### config.mk
export PLATFORM = sky130hd
export DESIGN_NAME = rx_stream_arbiter_flat
export DESIGN_NICKNAME = d
export VERILOG_FILES = /design/src/rtl/rx_stream_arbiter_pkg.sv /design/src/rtl/rx_stream_arbiter_if.sv /design/src/rtl/rx_stream_arbiter_word_serializer.sv /design/src/rtl/rx_stream_arbiter.sv /design/src/flat_wrapper.sv
export SDC_FILE = /design/constraint.sdc
export NUM_CORES = 1
export LEC_CHECK = 0
export BUFFER_PORTS_ARGS = -buffer_cell sky130_fd_sc_hd__buf_2
export CORE_MARGIN = 5
export CORE_UTILIZATION = 55
export DETAILED_ROUTE_END_ITERATION = 16
export MAX_ROUTING_LAYER = met4
export PLACE_DENSITY = 0.85
export SETUP_SLACK_MARGIN = 0.4
export SYNTH_ARGS = -nofsm -noshare
export SYNTH_HDL_FRONTEND = slang
export SYNTH_SLANG_ARGS = --single-unit
### constraint.sdc
create_clock -name i_sys_clk -period 3.3 [get_ports i_sys_clk]
set_clock_uncertainty 0.1 [all_clocks]
set_input_delay 0 -clock i_sys_clk [delete_from_list [all_inputs] [get_ports i_sys_clk]]
set_output_delay 0 -clock i_sys_clk [all_outputs]
set_load 0.02 [all_outputs]
### src/rtl/rx_stream_arbiter_pkg.sv
// Shared types and constants for the RX stream arbiter: FSM encoding,
// channel indices and word/byte geometry.
package rx_stream_pkg;

    typedef enum logic [1:0] {
        ARB   = 2'd0,
        PULL  = 2'd1,
        LATCH = 2'd2,
        SEND  = 2'd3
    } arb_state_t;

    localparam logic CH_09 = 1'b0;
    localparam logic CH_24 = 1'b1;

    localparam int DATA_W_DEFAULT = 32;
    localparam int BYTES_PER_WORD = DATA_W_DEFAULT / 8;

    function automatic int bytes_per_word(input int data_w);
        return data_w / 8;
    endfunction

endpackage

### src/rtl/rx_stream_arbiter_if.sv
// FIFO read sides (09 and 24) plus the serialised byte stream towards smi_ctrl.
// master = arbiter side, slave = FIFOs and byte consumer.
interface rx_stream_arbiter_if #(
    parameter int DATA_W = 32
);
    logic              o_fifo_09_pull;
    logic [DATA_W-1:0] i_fifo_09_data;
    logic              i_fifo_09_empty;
    logic              i_fifo_09_full;

    logic              o_fifo_24_pull;
    logic [DATA_W-1:0] i_fifo_24_data;
    logic              i_fifo_24_empty;
    logic              i_fifo_24_full;

    logic              o_byte_valid;
    logic              i_byte_ready;
    logic [7:0]        o_byte_data;
    logic              o_byte_channel;
    logic              o_byte_sow;

    modport master (
        output o_fifo_09_pull, o_fifo_24_pull,
        input  i_fifo_09_data, i_fifo_09_empty, i_fifo_09_full,
        input  i_fifo_24_data, i_fifo_24_empty, i_fifo_24_full,
        output o_byte_valid, o_byte_data, o_byte_channel, o_byte_sow,
        input  i_byte_ready
    );

    modport slave (
        input  o_fifo_09_pull, o_fifo_24_pull,
        output i_fifo_09_data, i_fifo_09_empty, i_fifo_09_full,
        output i_fifo_24_data, i_fifo_24_empty, i_fifo_24_full,
        input  o_byte_valid, o_byte_data, o_byte_channel, o_byte_sow,
        output i_byte_ready
    );

endinterface

### src/rtl/rx_stream_arbiter_word_serializer.sv
// Latches one FIFO word and emits it MSB-first as valid/ready bytes; byte 0 valid the
// cycle after load; holds data/channel/sow while ready is low; done pulses on the last accept.
module word_serializer
    import rx_stream_pkg::*;
#(
    parameter int DATA_W = 32
) (
    input  logic              clk,
    input  logic              rst,
    input  logic              load,
    input  logic [DATA_W-1:0] word,
    input  logic              ch,
    input  logic              ready,
    output logic              valid,
    output logic [7:0]        data,
    output logic              channel,
    output logic              sow,
    output logic              done
);

    localparam int BPW   = bytes_per_word(DATA_W);
    localparam int IDX_W = (BPW > 1) ? $clog2(BPW) : 1;
    localparam logic [IDX_W-1:0] LAST_IDX = IDX_W'(BPW - 1);

    logic [DATA_W-1:0] shreg;
    logic [IDX_W-1:0]  idx;

    // The top byte of the shift register is always the byte on the wire.
    assign data = shreg[DATA_W-1 -: 8];
    assign sow  = valid & (idx == '0);
    assign done = valid & ready & (idx == LAST_IDX);

    always_ff @(posedge clk) begin
        if (rst) begin
            shreg   <= '0;
            idx     <= '0;
            valid   <= 1'b0;
            channel <= 1'b0;
        end else if (load) begin
            shreg   <= word;
            idx     <= '0;
            valid   <= 1'b1;
            channel <= ch;
        end else if (valid && ready) begin
            if (idx == LAST_IDX) begin
                valid <= 1'b0;
            end else begin
                idx   <= idx + 1'b1;
                shreg <= shreg << 8;
            end
        end
    end

endmodule

### src/rtl/rx_stream_arbiter.sv
// Round-robin arbiter sharing the SMI read path between the 09 and 24 RX FIFOs.
// First byte 3 cycles after a grant decision; a stalled byte holds, no new pull until the word is sent.
module rx_stream_arbiter
    import rx_stream_pkg::*;
#(
    parameter int BURST_WORDS = 4,
    parameter int DATA_W      = 32
) (
    input  logic                 i_sys_clk,
    input  logic                 i_reset,
    input  logic [1:0]           i_ch_enable,
    input  logic                 i_clear_status,
    rx_stream_arbiter_if.master  bus,
    output logic [1:0]           o_overflow,
    output logic                 o_busy
);

    localparam logic [7:0] BURST_LIM = 8'(BURST_WORDS);

    arb_state_t        state;
    logic              cur_ch;
    logic              cur_vld;
    logic [7:0]        burst_cnt;
    logic              pull_09;
    logic              pull_24;

    logic [1:0]        elig;
    logic              grant;
    logic              next_ch;
    logic              clr_burst;
    logic [DATA_W-1:0] sel_data;
    logic              ser_done;

    assign elig     = i_ch_enable & ~{bus.i_fifo_24_empty, bus.i_fifo_09_empty};
    assign sel_data = (cur_ch == CH_24) ? bus.i_fifo_24_data : bus.i_fifo_09_data;

    assign bus.o_fifo_09_pull = pull_09;
    assign bus.o_fifo_24_pull = pull_24;

    // cur_vld is clear until the first grant, so the reset-time "last = 24"
    // never counts as an active burst and 09 wins the first tie.
    always_comb begin
        grant     = 1'b0;
        next_ch   = cur_ch;
        clr_burst = 1'b0;
        if (cur_vld && elig[cur_ch] && (burst_cnt < BURST_LIM)) begin
            grant = 1'b1;
        end else if (elig[~cur_ch]) begin
            grant     = 1'b1;
            next_ch   = ~cur_ch;
            clr_burst = 1'b1;
        end else if (elig[cur_ch]) begin
            grant     = 1'b1;
            clr_burst = 1'b1;
        end
    end

    always_ff @(posedge i_sys_clk) begin
        if (i_reset) begin
            state     <= ARB;
            cur_ch    <= CH_24;
            cur_vld   <= 1'b0;
            burst_cnt <= 8'd0;
            pull_09   <= 1'b0;
            pull_24   <= 1'b0;
            o_busy    <= 1'b0;
        end else begin
            case (state)
                ARB: begin
                    if (grant) begin
                        cur_ch  <= next_ch;
                        cur_vld <= 1'b1;
                        if (clr_burst) begin
                            burst_cnt <= 8'd0;
                        end
                        pull_09 <= (next_ch == CH_09);
                        pull_24 <= (next_ch == CH_24);
                        o_busy  <= 1'b1;
                        state   <= PULL;
                    end
                end
                PULL: begin
                    pull_09 <= 1'b0;
                    pull_24 <= 1'b0;
                    state   <= LATCH;
                end
                LATCH: begin
                    if (burst_cnt != 8'hFF) begin
                        burst_cnt <= burst_cnt + 8'd1;
                    end
                    state <= SEND;
                end
                SEND: begin
                    if (ser_done) begin
                        o_busy <= 1'b0;
                        state  <= ARB;
                    end
                end
                default: state <= ARB;
            endcase
        end
    end

    // Set has priority over a coincident clear so no overflow event is lost.
    always_ff @(posedge i_sys_clk) begin
        if (i_reset) begin
            o_overflow <= 2'b00;
        end else begin
            o_overflow <= (o_overflow & ~{2{i_clear_status}})
                        | ({bus.i_fifo_24_full, bus.i_fifo_09_full} & i_ch_enable);
        end
    end

    word_serializer #(
        .DATA_W (DATA_W)
    ) u_word_serializer (
        .clk     (i_sys_clk),
        .rst     (i_reset),
        .load    (state == LATCH),
        .word    (sel_data),
        .ch      (cur_ch),
        .ready   (bus.i_byte_ready),
        .valid   (bus.o_byte_valid),
        .data    (bus.o_byte_data),
        .channel (bus.o_byte_channel),
        .sow     (bus.o_byte_sow),
        .done    (ser_done)
    );

endmodule

### src/flat_wrapper.sv
// flat-port wrapper written by rule: the top's interface ports become plain ports
module rx_stream_arbiter_flat import rx_stream_pkg::*;
#(
    parameter int BURST_WORDS = 4,
    parameter int DATA_W      = 32
)
  (i_sys_clk, i_reset, i_ch_enable, i_clear_status, o_overflow, o_busy, bus_o_fifo_09_pull, bus_o_fifo_24_pull, bus_i_fifo_09_data, bus_i_fifo_09_empty, bus_i_fifo_09_full, bus_i_fifo_24_data, bus_i_fifo_24_empty, bus_i_fifo_24_full, bus_o_byte_valid, bus_o_byte_data, bus_o_byte_channel, bus_o_byte_sow, bus_i_byte_ready);
  rx_stream_arbiter_if #(.DATA_W(DATA_W)) bus_i ();
  input  logic i_sys_clk;
  input  logic i_reset;
  input  logic [1:0] i_ch_enable;
  input  logic i_clear_status;
  output logic [1:0] o_overflow;
  output logic o_busy;
  output wire logic [$bits(bus_i.o_fifo_09_pull)-1:0] bus_o_fifo_09_pull;
  output wire logic [$bits(bus_i.o_fifo_24_pull)-1:0] bus_o_fifo_24_pull;
  input wire logic [$bits(bus_i.i_fifo_09_data)-1:0] bus_i_fifo_09_data;
  input wire logic [$bits(bus_i.i_fifo_09_empty)-1:0] bus_i_fifo_09_empty;
  input wire logic [$bits(bus_i.i_fifo_09_full)-1:0] bus_i_fifo_09_full;
  input wire logic [$bits(bus_i.i_fifo_24_data)-1:0] bus_i_fifo_24_data;
  input wire logic [$bits(bus_i.i_fifo_24_empty)-1:0] bus_i_fifo_24_empty;
  input wire logic [$bits(bus_i.i_fifo_24_full)-1:0] bus_i_fifo_24_full;
  output wire logic [$bits(bus_i.o_byte_valid)-1:0] bus_o_byte_valid;
  output wire logic [$bits(bus_i.o_byte_data)-1:0] bus_o_byte_data;
  output wire logic [$bits(bus_i.o_byte_channel)-1:0] bus_o_byte_channel;
  output wire logic [$bits(bus_i.o_byte_sow)-1:0] bus_o_byte_sow;
  input wire logic [$bits(bus_i.i_byte_ready)-1:0] bus_i_byte_ready;
  assign bus_o_fifo_09_pull = bus_i.o_fifo_09_pull;
  assign bus_o_fifo_24_pull = bus_i.o_fifo_24_pull;
  assign bus_i.i_fifo_09_data = bus_i_fifo_09_data;
  assign bus_i.i_fifo_09_empty = bus_i_fifo_09_empty;
  assign bus_i.i_fifo_09_full = bus_i_fifo_09_full;
  assign bus_i.i_fifo_24_data = bus_i_fifo_24_data;
  assign bus_i.i_fifo_24_empty = bus_i_fifo_24_empty;
  assign bus_i.i_fifo_24_full = bus_i_fifo_24_full;
  assign bus_o_byte_valid = bus_i.o_byte_valid;
  assign bus_o_byte_data = bus_i.o_byte_data;
  assign bus_o_byte_channel = bus_i.o_byte_channel;
  assign bus_o_byte_sow = bus_i.o_byte_sow;
  assign bus_i.i_byte_ready = bus_i_byte_ready;
  rx_stream_arbiter #(.BURST_WORDS(BURST_WORDS), .DATA_W(DATA_W)) u_core (.i_sys_clk(i_sys_clk), .i_reset(i_reset), .i_ch_enable(i_ch_enable), .i_clear_status(i_clear_status), .bus(bus_i), .o_overflow(o_overflow), .o_busy(o_busy));
endmodule
==> results of run 1 <==
==> per-layer routing <==
| layer | GRT usage | routed length, um |
|---|---|---|
| met4 | 0.07132 | 93 |
| met3 | 0.05743 | 463 |
| met2 | 0.4220 | 4035 |
| met5 | - | 0 |
| met1 | 0.2763 | 3361 |
==> worst max-delay path, delay by kind of cell, from the launching register on <==
family / cells / cell delay (ps)
muxes: 1 / 240
and+or+nand+nor: 2 / 120
AOI/OAI and AO/OA: 1 / 210
buffers and inverters: 2 / 1040
DFF: 1 / 420
==> placed cells by master (no fill, tap or decap), types with 2 or more instances in the layout <==
master	n
a211o_1	2
a211oi_1	41
a21oi_1	14
a22oi_1	3
a31oi_1	8
and2_1	2
and3_1	2
buf_2	89
buf_4	4
clkbuf_8	6
dfxtp_1	52
dlygate4sd3_1	44
ha_1	7
inv_1	7
mux2_2	8
mux2i_1	34
nand2_1	10
nand2b_1	3
nand3_1	5
nand3b_1	2
nand4_1	3
nand4b_1	2
nor2_1	41
nor2b_1	17
nor3_1	3
o21ai_0	6
==> report_power, final <==
part | switching, W | internal [W]
logic | 0.000624 | 0.000497
registers | 0.000115 | 0.000815
clock network | 0.000205 | 0.000166
total | 0.000944 | 0.00148
==> sequential cells by signal (all words and copies together) (netlist names) <==
name,cells
u_core.bus.o_fifo_24_pull,1
u_core.o_overflow,2
u_core.burst_cnt,8
u_core.o_busy,1
u_core.u_word_serializer.valid,1
u_core.cur_vld,1
u_core.bus.o_fifo_09_pull,1
u_core.u_word_serializer.idx,2
u_core.u_word_serializer.channel,1
u_core.state,2
u_core.u_word_serializer.shreg,32
u_core.cur_ch,1
==> logic make-up (layout without fill, tap and decap cells) <==
group                      after synthesis  after routing  share of synthesized area
AOI/OAI and AO/OA                       85             85                     0.2136
xor gates and xnor gates                 1              1                   0.002979
adders and majority gates                7              7                    0.02979
buffers and inverters                   41            152                    0.06808
DFF                                     53             53                     0.3609
muxes                                   42             42                     0.1464
and+or+nand+nor                         98             98                     0.1783
==> final cells by class <==
cell class,count,area share
tap,70,0.02266
clock inverter,1,0.001942
timing repair buffer,137,0.2370
multi-input combinational,233,0.4344
clock buffer,6,0.02137
sequential,53,0.2748
inverter,8,0.007769
==> final timing paths <==
path / slack (ps) / end / cells after the start / from
max reg2reg: 1010 / u_core.u_word_serializer.shreg[0] / 6 / u_core.cur_ch
min: -4 / u_core.u_word_serializer.shreg[8] / 3 / bus_i_fifo_24_data[8]
max: 1010 / u_core.u_word_serializer.shreg[0] / 6 / u_core.cur_ch
min reg2reg: 360 / u_core.bus.o_fifo_24_pull / 2 / u_core.bus.o_fifo_24_pull
==> metrics by stage <==
| stage | total power (W) | hold WS, ps | instance area [um^2] |
|---|---|---|---|
| after floorplan | 0.001756 | 44.08 | 2940 |
| after global placement | 0.001921 | 140.4 | 3334 |
| after detailed placement | 0.001959 | 150.8 | 3334 |
| after CTS | 0.002402 | 0.3759 | 3865 |
| after global routing | 0.002591 | 18.82 | 3865 |
| final | 0.002422 | -3.809 | 3865 |
==> what timing repair did <==
item | CTS | global route
hold buffers | 44 | 0
endpoints found under the setup margin | 0 | 0
buffers inserted | 0 | 0
hold endpoints to repair | 28 | 0
==> impl_results.md, run 1 <==
* Outcome: finished with violations
* Violated checks: hold timing
* Synth Register Bits at 53
* Dpl hpwl at 4.742 mm
* CTS max path bufs at 2
* Final Wtd Congestion at slightly above 0.8
* Worst-Margin Slew at 950.1 ps
* Worst stage delay on the critical path at ~560 ps
* Global-route wire length before repair at 13.58 mm
* Initial core utilization at 0.5721
* Largest net degree at the start of global routing at 55
* HP Class: input pin to flip-flop
* Port Buffer Count at 89
* Average wire per standard cell at 15.66 um
* Initial antenna violation count at 0
* Post-Synthesis Cells at 327
* Drt drc at 0
* CTS tree: yes
* EDFF count, synth at 0
* Ys flop type: dfxtp_1
* IO Pins at 90
* Dpl ws at 1415 ps
* Sink Count at 53
* Vias in the first global route at 2939
* Number of routed nets with antenna violations at 0
* Crit. End Element: flip-flop
* Hold Violations, Final at 1
* Final worst setup slack at 1005 ps
* Synthesis warning total at 0
* FF+latch area at 1062 um^2
* Seq/Total Area, Yosys at 0.3609
* Critical Path RT at 3370 ps
* DR iter-0 viols at 259
* Max-slew violations at 0
* Max-Cap Viols at 0
* GRT Util Overall at 0.2424
* Clock root cell: clkbuf_8
* FILL cells at 358
* Critical Path Source Type: flip-flop
* Syn Area/Cell at 8.992 um^2
* Mapped cell area at ~2900 um^2
* Drt via density at 5.559
* Nets@finish at 519
* Fin util at 0.7519
* # H-tree levels at 2
* Synth cell count leaders: dfxtp_1, a211oi_1, nor2_1, mux2i_1
* Distinct cells, synth at 48
* Post-synthesis async set-or-reset flop share at 0
* RSZ-0062 raised after global routing: no
* Placed Cells at 457
* Critical path class: flip-flop to flip-flop
* Power density over the cells at 626.7 nW/um^2
* Cell mode on critical path: nor2_1
* # rows at 26
* Die width at 83.12 um
* Relative slew slack at 0.3666
* TritonRoute pass-1 iters at 4
* Die area at 6908 um^2
* CP Data Arrival Time at 2360 ps
* Clk Latency, worst-skew pair at about 310 ps
* Die height at a little over 80 um
* Syn nets at 408
* Vias at approximately 2800
* Multi-input gate area at 1679 um^2
* Leading area contributor after synthesis: dfxtp_1
* Count leader, synth: dfxtp_1
* Fmax at ~440 MHz
* Top cell type's share of synthesized area at 0.3609
* Share of post-route cells with drive strength above 1 at 0.2694
* Grt ovf at 0
* Post-CTS sizing at 0
* Core area at 5140 um^2
* Slowest-stage cell, CP: dlygate4sd3_1
* P_leak at 1.760 nW
* Area delta synth->final at 31.45%
* Final min period at 2295 ps
* Peak VDD IR at 0.0003651 V
* Number of buffers created by CTS at 5
* Worst-path fanout max at 49
* Fin crit share at 0.6954
* TNS Setup at 0 ps
* WL final at ~8 mm
* Most area-consuming cells after synthesis: dfxtp_1, mux2i_1, a211oi_1
* N_diodes at 0
* CP Cell Sequence: buf_4, mux2i_1, dlygate4sd3_1, nor2_1, a31oi_1, nor2_1
* Reg clk slew, reported paths at approximately 90 ps
* Non-Filler Instances at 508
* Hold WS at -3.809 ps
* Final setup viols at 0
(Power assumes the default switching activity.)
==> run 2, diff against run 1 <==
--- a/config.mk
+++ b/config.mk
@@ -7,10 +7,10 @@
 export LEC_CHECK = 0
 export BUFFER_PORTS_ARGS = -buffer_cell sky130_fd_sc_hd__buf_2
 export CORE_MARGIN = 5
-export CORE_UTILIZATION = 55
+export CORE_UTILIZATION = 51
 export DETAILED_ROUTE_END_ITERATION = 16
 export MAX_ROUTING_LAYER = met4
-export PLACE_DENSITY = 0.85
+export PLACE_DENSITY = 0.79
 export SETUP_SLACK_MARGIN = 0.4
 export SYNTH_ARGS = -nofsm -noshare
 export SYNTH_HDL_FRONTEND = slang
==> constraint.sdc (replaced) <==
create_clock -name i_sys_clk -period 2.3 [get_ports i_sys_clk]
set_clock_uncertainty 0.1 [all_clocks]
set_input_delay 0 -clock i_sys_clk [delete_from_list [all_inputs] [get_ports i_sys_clk]]
set_output_delay 0 -clock i_sys_clk [all_outputs]
set_load 0.02 [all_outputs]
==> impl_results.md, run 2 (synthesis results as in run 1) <==
* Outcome: completed
* Crit path buf inv count at 0 (-2)
* Share of post-route cells with drive strength above 1 at 0.2857 (+0.01631)
* Reg clk slew, reported paths at 90 ps (about the same)
* Nets@finish at 529 (+1.9%)
* HP Class: input pin to flip-flop
* Clock root cell: clkbuf_8
* Area delta synth->final at 35.49%
* CP Cell Sequence: nor4b_4, o211ai_4, a21oi_4, a21oi_1, a2111oi_2
* Number of routed nets with antenna violations at 0 (unchanged)
* Placed Cells at 460 (+0.66%)
* P_sw at 0.001361 W (+44%)
* CTS tree: yes
* GRT Util Overall at 0.2304 (-0.01205)
* Die area at 7384 um^2 (+6.9%)
* Max reg flops at 32 (unchanged)
* Drt via density at 5.488 (-1.3%)
* R2R setup slack at 490 ps (-510 ps)
* Max-slew violations at 0 (unchanged)
* Fin crit share at 0.7867 (+0.09128)
* CTS max path bufs at 2 (unchanged)
* Crit. End Element: flip-flop
* Combinational share of power at 0.473 (+0.010)
* Clock share of power at 0.144 (-0.009)
* Global-route wire length before repair at 13.43 mm (-1.1%)
* Worst stage delay on the critical path at 380 ps (-180 ps)
* Slowest-stage cell, CP: a2111oi_2
* Largest net degree at the start of global routing at 51 (-7.3%)
* Reg2reg start: u_core.burst_cnt[6]
* Total Power at 0.003498 W (+44%)
* Initial core utilization at 0.5307 (-0.04134)
* Vias in the first global route at 2893 (-1.6%)
* Worst path top cell family by delay: compound AO/OA/AOI/OAI gates
* Port Buffer Count at 89 (unchanged)
* Sequential share of power at 0.383 (about the same)
* Power density over the cells at 878.1 nW/um^2 (+40%)
* Final Wtd Congestion at 0.8523 (+2.8%)
* Non-Filler Instances at 520 (+2.4%)
* Grt ovf at 0 (unchanged)
* IO Pins at 90 (unchanged)
* Top Registers: u_core.u_word_serializer.shreg x32, u_core.burst_cnt x8
* RR Endpoint: u_core.burst_cnt[7]
* Hold_sp: bus_i_fifo_24_data[18]
* Core area at 5540 um^2 (+7.8%)
* Most common cell after layout, fill and taps aside: buf_2
* Clk Latency, worst-skew pair at 300 ps (about the same)
* Worst-path fanout max at 6 (-88%)
* Hold depth at 3 (unchanged)
* WL final at 7.905 mm (-0.62%)
* Final setup viols at 0 (unchanged)
* Critical Path Source Type: flip-flop
* Final worst setup slack at 490.6 ps (-514.5 ps)
* Top reg by flops: u_core.u_word_serializer.shreg
* Peak VDD IR at 0.0005725 V (+57%)
* Critical Path RT at 2380 ps (-990 ps)
* Number of buffers created by CTS at 5 (unchanged)
* CP Data Arrival Time at 1890 ps (-470 ps)
* Internal at 0.002137 W (+45%)
* CP Launch Point: u_core.burst_cnt[6]
* # H-tree levels at 2 (unchanged)
* Switching share of power at 0.3890 (-0.0007153)
* Die height at 85.93 um (+3.4%)
* Dpl ws at 394.6 ps (-1021 ps)
* P_leak at 1.823 nW (+3.6%)
* Sink Count at 53 (unchanged)
* N_diodes at 0 (unchanged)
* Initial antenna violation count at 0 (unchanged)
* Average wire per standard cell at 15.20 um (-2.9%)
* Hold Path Sink: u_core.u_word_serializer.shreg[18]
* Vias at 2854 (+1.1%)
* Drt drc at 0 (unchanged)
* Dpl hpwl at 4.901 mm (+3.4%)
* Die width at 85.93 um (+3.4%)
* Relative slew slack at 0.7026 (+0.3360)
* Worst-Margin Slew at 446.1 ps (-504.0 ps)
* Max-Cap Viols at 0 (unchanged)
* Critical path class: flip-flop to flip-flop
* TritonRoute pass-1 iters at 4 (unchanged)
* Hold Violations, Final at 0 (-1)
* DR iter-0 viols at 187 (-28%)
* TNS Setup at 0 ps (unchanged)
* RSZ-0062 raised after global routing: no
* Fmax at 552.7 MHz (+27%)
* Most frequent cells in the layout: buf_2, dfxtp_1, dlygate4sd3_1
* # rows at 27 (+3.8%)
* Final min period at 1809 ps (-485.5 ps)
* Worst reg-to-reg path cell count at 5 (-1)
run 2: changes by cell type in the layout (fill, tap and decap cells not counted), sizes merged:
| cell | change |
|---|---|
| dlygate4sd3 | +3 |
| buf | +7 |
| clkinv | +1 |
| clkinvlp | -1 |
run 2: worst max path at each step:
stage	endpoint	slack, ps	cells past startpoint
after global placement	u_core.burst_cnt[7]	540	5
after CTS	u_core.burst_cnt[4]	410	7
after global routing	u_core.burst_cnt[4]	400	7
after floorplan	u_core.u_word_serializer.shreg[11]	560	6
after detailed placement	u_core.burst_cnt[7]	390	5
final	u_core.burst_cnt[7]	490	5
run 2: area by class of cell:
type	instances	area (um^2)
multi-input combinational	233	1702
fill	413	1556
sequential	53	1062
timing repair buffer	147	1018
tap	72	90.09
clock buffer	6	72.57
inverter	8	30.03
clock inverter	1	8.758
run 2: worst register-to-register path: stages, from the launching register on:
cell and delay, ps:
dfxtp_1 360, nor4b_4 370, o211ai_4 160, a21oi_4 240
a21oi_1 80, a2111oi_2 380
run 2: repair_timing:
action                                  in CTS  in global routing
pin swaps                                    1                  2
gates resized for setup                      0                  7
hold buffers                                49                  0
endpoints found under the hold margin       35                  0
buffers inserted                             4                  2
endpoints found under the setup margin       1                 30
run 2: metrics by stage:
step	utilization	hold WS, ps	instance area, um^2
5_1_grt	0.7191	6.958	3984
2_1_floorplan	-	44.08	2940
6_report	0.7191	1.455	3984
4_1_cts	0.7145	0.3996	3959
3_3_place_gp	0.6059	140.2	3357
3_5_place_dp	0.6059	148.1	3357
run 2: power groups by stage:
stage / sequential (W) / clock [W] / combinational [W]
2_1_floorplan: 0.00132 / 0 / 0.00120
6_report: 0.00134 / 0.000503 / 0.00165
3_3_place_gp: 0.00134 / 0 / 0.00144
5_1_grt: 0.00137 / 0.000560 / 0.00184
4_1_cts: 0.00133 / 0.000516 / 0.00161
3_5_place_dp: 0.00135 / 0 / 0.00148
run 2: metal layers:
metal	routed length, um	part of all wire	track usage
met2	3952	0.50	0.3833
met4	159	0.020	0.08489
met1	3325	0.42	0.2736
met3	468	0.059	0.04707
met5	0	0	-
==> run 3, diff against run 2 <==
==> constraint.sdc (replaced) <==
create_clock -name i_sys_clk -period 1.9 [get_ports i_sys_clk]
set_clock_uncertainty 0.1 [all_clocks]
set_input_delay 0 -clock i_sys_clk [delete_from_list [all_inputs] [get_ports i_sys_clk]]
set_output_delay 0 -clock i_sys_clk [all_outputs]
set_load 0.02 [all_outputs]
==> impl_results.md, run 3 (synthesis results as in run 1) <==
* Vias in the first global route at 3108 (+7.4%)
* Core area at 5540 um^2 (unchanged)
* Number of buffers created by CTS at 5 (unchanged)
* # H-tree levels at 2 (unchanged)
* Nets@finish at 545 (+3.0%)
* Fmax at 565.7 MHz (+2.4%)
* TritonRoute pass-1 iters at 5 (+1)
* Initial antenna violation count at 0 (unchanged)
* Combinational share of power at 0.520 (+0.047)
* Critical Path RT at 1950 ps (-430 ps)
* IO Pins at 90 (unchanged)
* Die height at 85.93 um (unchanged)
* Hold WS at -0.4075 ps (-1.863 ps)
* Share of post-route cells with drive strength above 1 at 0.4237 (+0.1379)
* P_leak at 2.018 nW (+11%)
* Average wire per standard cell at 18.53 um (+22%)
* Fin crit share at 0.9304 (+0.1437)
* Slowest-stage cell, CP: dfxtp_2
* Final min period at 1768 ps (-41.66 ps)
* Largest net degree at the start of global routing at 49 (-3.9%)
* Drt via density at 5.646 (+2.9%)
* RSZ-0062 raised after global routing: yes
* CTS max path bufs at 2 (unchanged)
* TNS Setup at 0 ps (unchanged)
* WL final at 9.950 mm (+26%)
* Total Power at 0.005146 W (+47%)
* Area delta synth->final at 54.77%
* HP Class: input pin to flip-flop
* CP Cell Sequence: ha_4, nand3b_1, buf_6, buf_16, buf_4, mux2i_2, a211oi_2
* Worst-Margin Slew at 907.1 ps (+461.0 ps)
* Crit. End Element: flip-flop
* Global-route wire length before repair at 14.71 mm (+9.5%)
* Sink Count at 53 (unchanged)
* CTS tree: yes
* Outcome: finished with violations
* Relative slew slack at 0.3952 (-0.3074)
* Die width at 85.93 um (unchanged)
* Max-Cap Viols at 0 (unchanged)
* Peak VDD IR at 0.0006969 V (+22%)
* Sequential share of power at 0.322 (-0.061)
* Internal at 0.003148 W (+47%)
* Drt drc at 0 (unchanged)
* Top reg by flops: u_core.u_word_serializer.shreg
* Power density over the cells at 1131 nW/um^2 (+29%)
* Worst-path fanout max at 7 (+1)
* Max-slew violations at 0 (unchanged)
* Final setup viols at 0 (unchanged)
* Max reg flops at 32 (unchanged)
* Clock root cell: clkbuf_8
* Worst stage delay on the critical path at 350 ps (-30 ps)
* Most common cell after layout, fill and taps aside: buf_2
* Dpl hpwl at 4.904 mm (about the same)
* N_diodes at 0 (unchanged)
* Hold Violations, Final at 1 (+1)
* # rows at 27 (unchanged)
* Initial core utilization at 0.5307 (unchanged)
* Vias at 3032 (+6.2%)
* Port Buffer Count at 89 (unchanged)
* Most frequent cells in the layout: buf_2, dfxtp_1, dlygate4sd3_1
* P_sw at 0.001998 W (+47%)
* Reg clk slew, reported paths at 100 ps (about the same)
* Die area at 7384 um^2 (unchanged)
* Clock share of power at 0.158 (+0.014)
* DR iter-0 viols at 277 (+48%)
* GRT Util Overall at 0.2532 (+0.02284)
* Critical path class: flip-flop to flip-flop
* Violated checks: hold timing
* Clk Latency, worst-skew pair at 310 ps (about the same)
* Top Registers: u_core.u_word_serializer.shreg x32, u_core.burst_cnt x8
* CP Data Arrival Time at 1820 ps (-70 ps)
* Critical Path Source Type: flip-flop
* Switching share of power at 0.3883 (-0.0006800)
* Grt ovf at 0 (unchanged)
* Number of routed nets with antenna violations at 0 (unchanged)
* Final Wtd Congestion at 0.8135 (-4.6%)
[run 3: final cells by class]
type / instances / area (um^2)
clock buffers: 6 / 82.58
clock inverters: 2 / 37.54
fillers: 321 / 989.7
inverters: 8 / 35.03
multi-input cells: 233 / 1942
flip-flops and latches: 53 / 1085
well taps: 72 / 90.09
repair buffers: 163 / 1279
[run 3: worst paths after layout]
check,from,endpoint,slack (ps),cells after the start
setup / recovery,u_core.u_word_serializer.idx[0],u_core.u_word_serializer.shreg[30],130,7
hold / removal,bus_i_fifo_24_data[12],u_core.u_word_serializer.shreg[12],-0.4,3
setup reg to reg,u_core.u_word_serializer.idx[0],u_core.u_word_serializer.shreg[30],130,7
hold reg to reg,u_core.bus.o_fifo_24_pull,u_core.bus.o_fifo_24_pull,380,2
[run 3: timing repair]
action                                  in CTS  in global routing
pin swaps                                   27                 16
gates cloned                                 4                  0
buffers inserted                            17                  4
gates resized for setup                     38                 30
endpoints found under the setup margin      36                 46
hold endpoints to repair                    28                  0
hold buffers                                41                  0
[run 3: power groups by stage]
stage | Sequential, W | Clock, W | Combinational (W)
2_1_floorplan | 0.00160 | 0 | 0.00154
5_1_grt | 0.00168 | 0.000853 | 0.00285
3_5_place_dp | 0.00163 | 0 | 0.00190
4_1_cts | 0.00162 | 0.000813 | 0.00242
3_3_place_gp | 0.00162 | 0 | 0.00185
6_report | 0.00166 | 0.000815 | 0.00267
[run 3: through the flow]
stage	setup WS [ps]	cell area [um^2]	std cells	utilization	hold WS (ps)
after CTS	224.8	4388	533	0.7920	3.643
after detailed placement	159.2	3452	463	0.6231	155.3
final	132.2	4551	537	0.8214	-0.4075
after floorplan	247.0	3020	327	-	44.08
after global routing	43.19	4551	537	0.8214	17.44
after global placement	225.1	3452	463	0.6231	133.3
[run 3: layer usage]
layer,part of all wire,wire length (um),global-route usage
met5,0,0,-
met4,0.029,289,0.08345
met3,0.057,565,0.04227
met2,0.52,5184,0.4492
met1,0.39,3911,0.2872
[run 3: worst max-delay path: cells and delay by family (launching register included)]
kind	cells	cell delay (ps)
buf+inv	3	450
flops	1	350
simple gates	1	220
mux	1	220
fa+ha+maj	1	160
compound gates	1	120
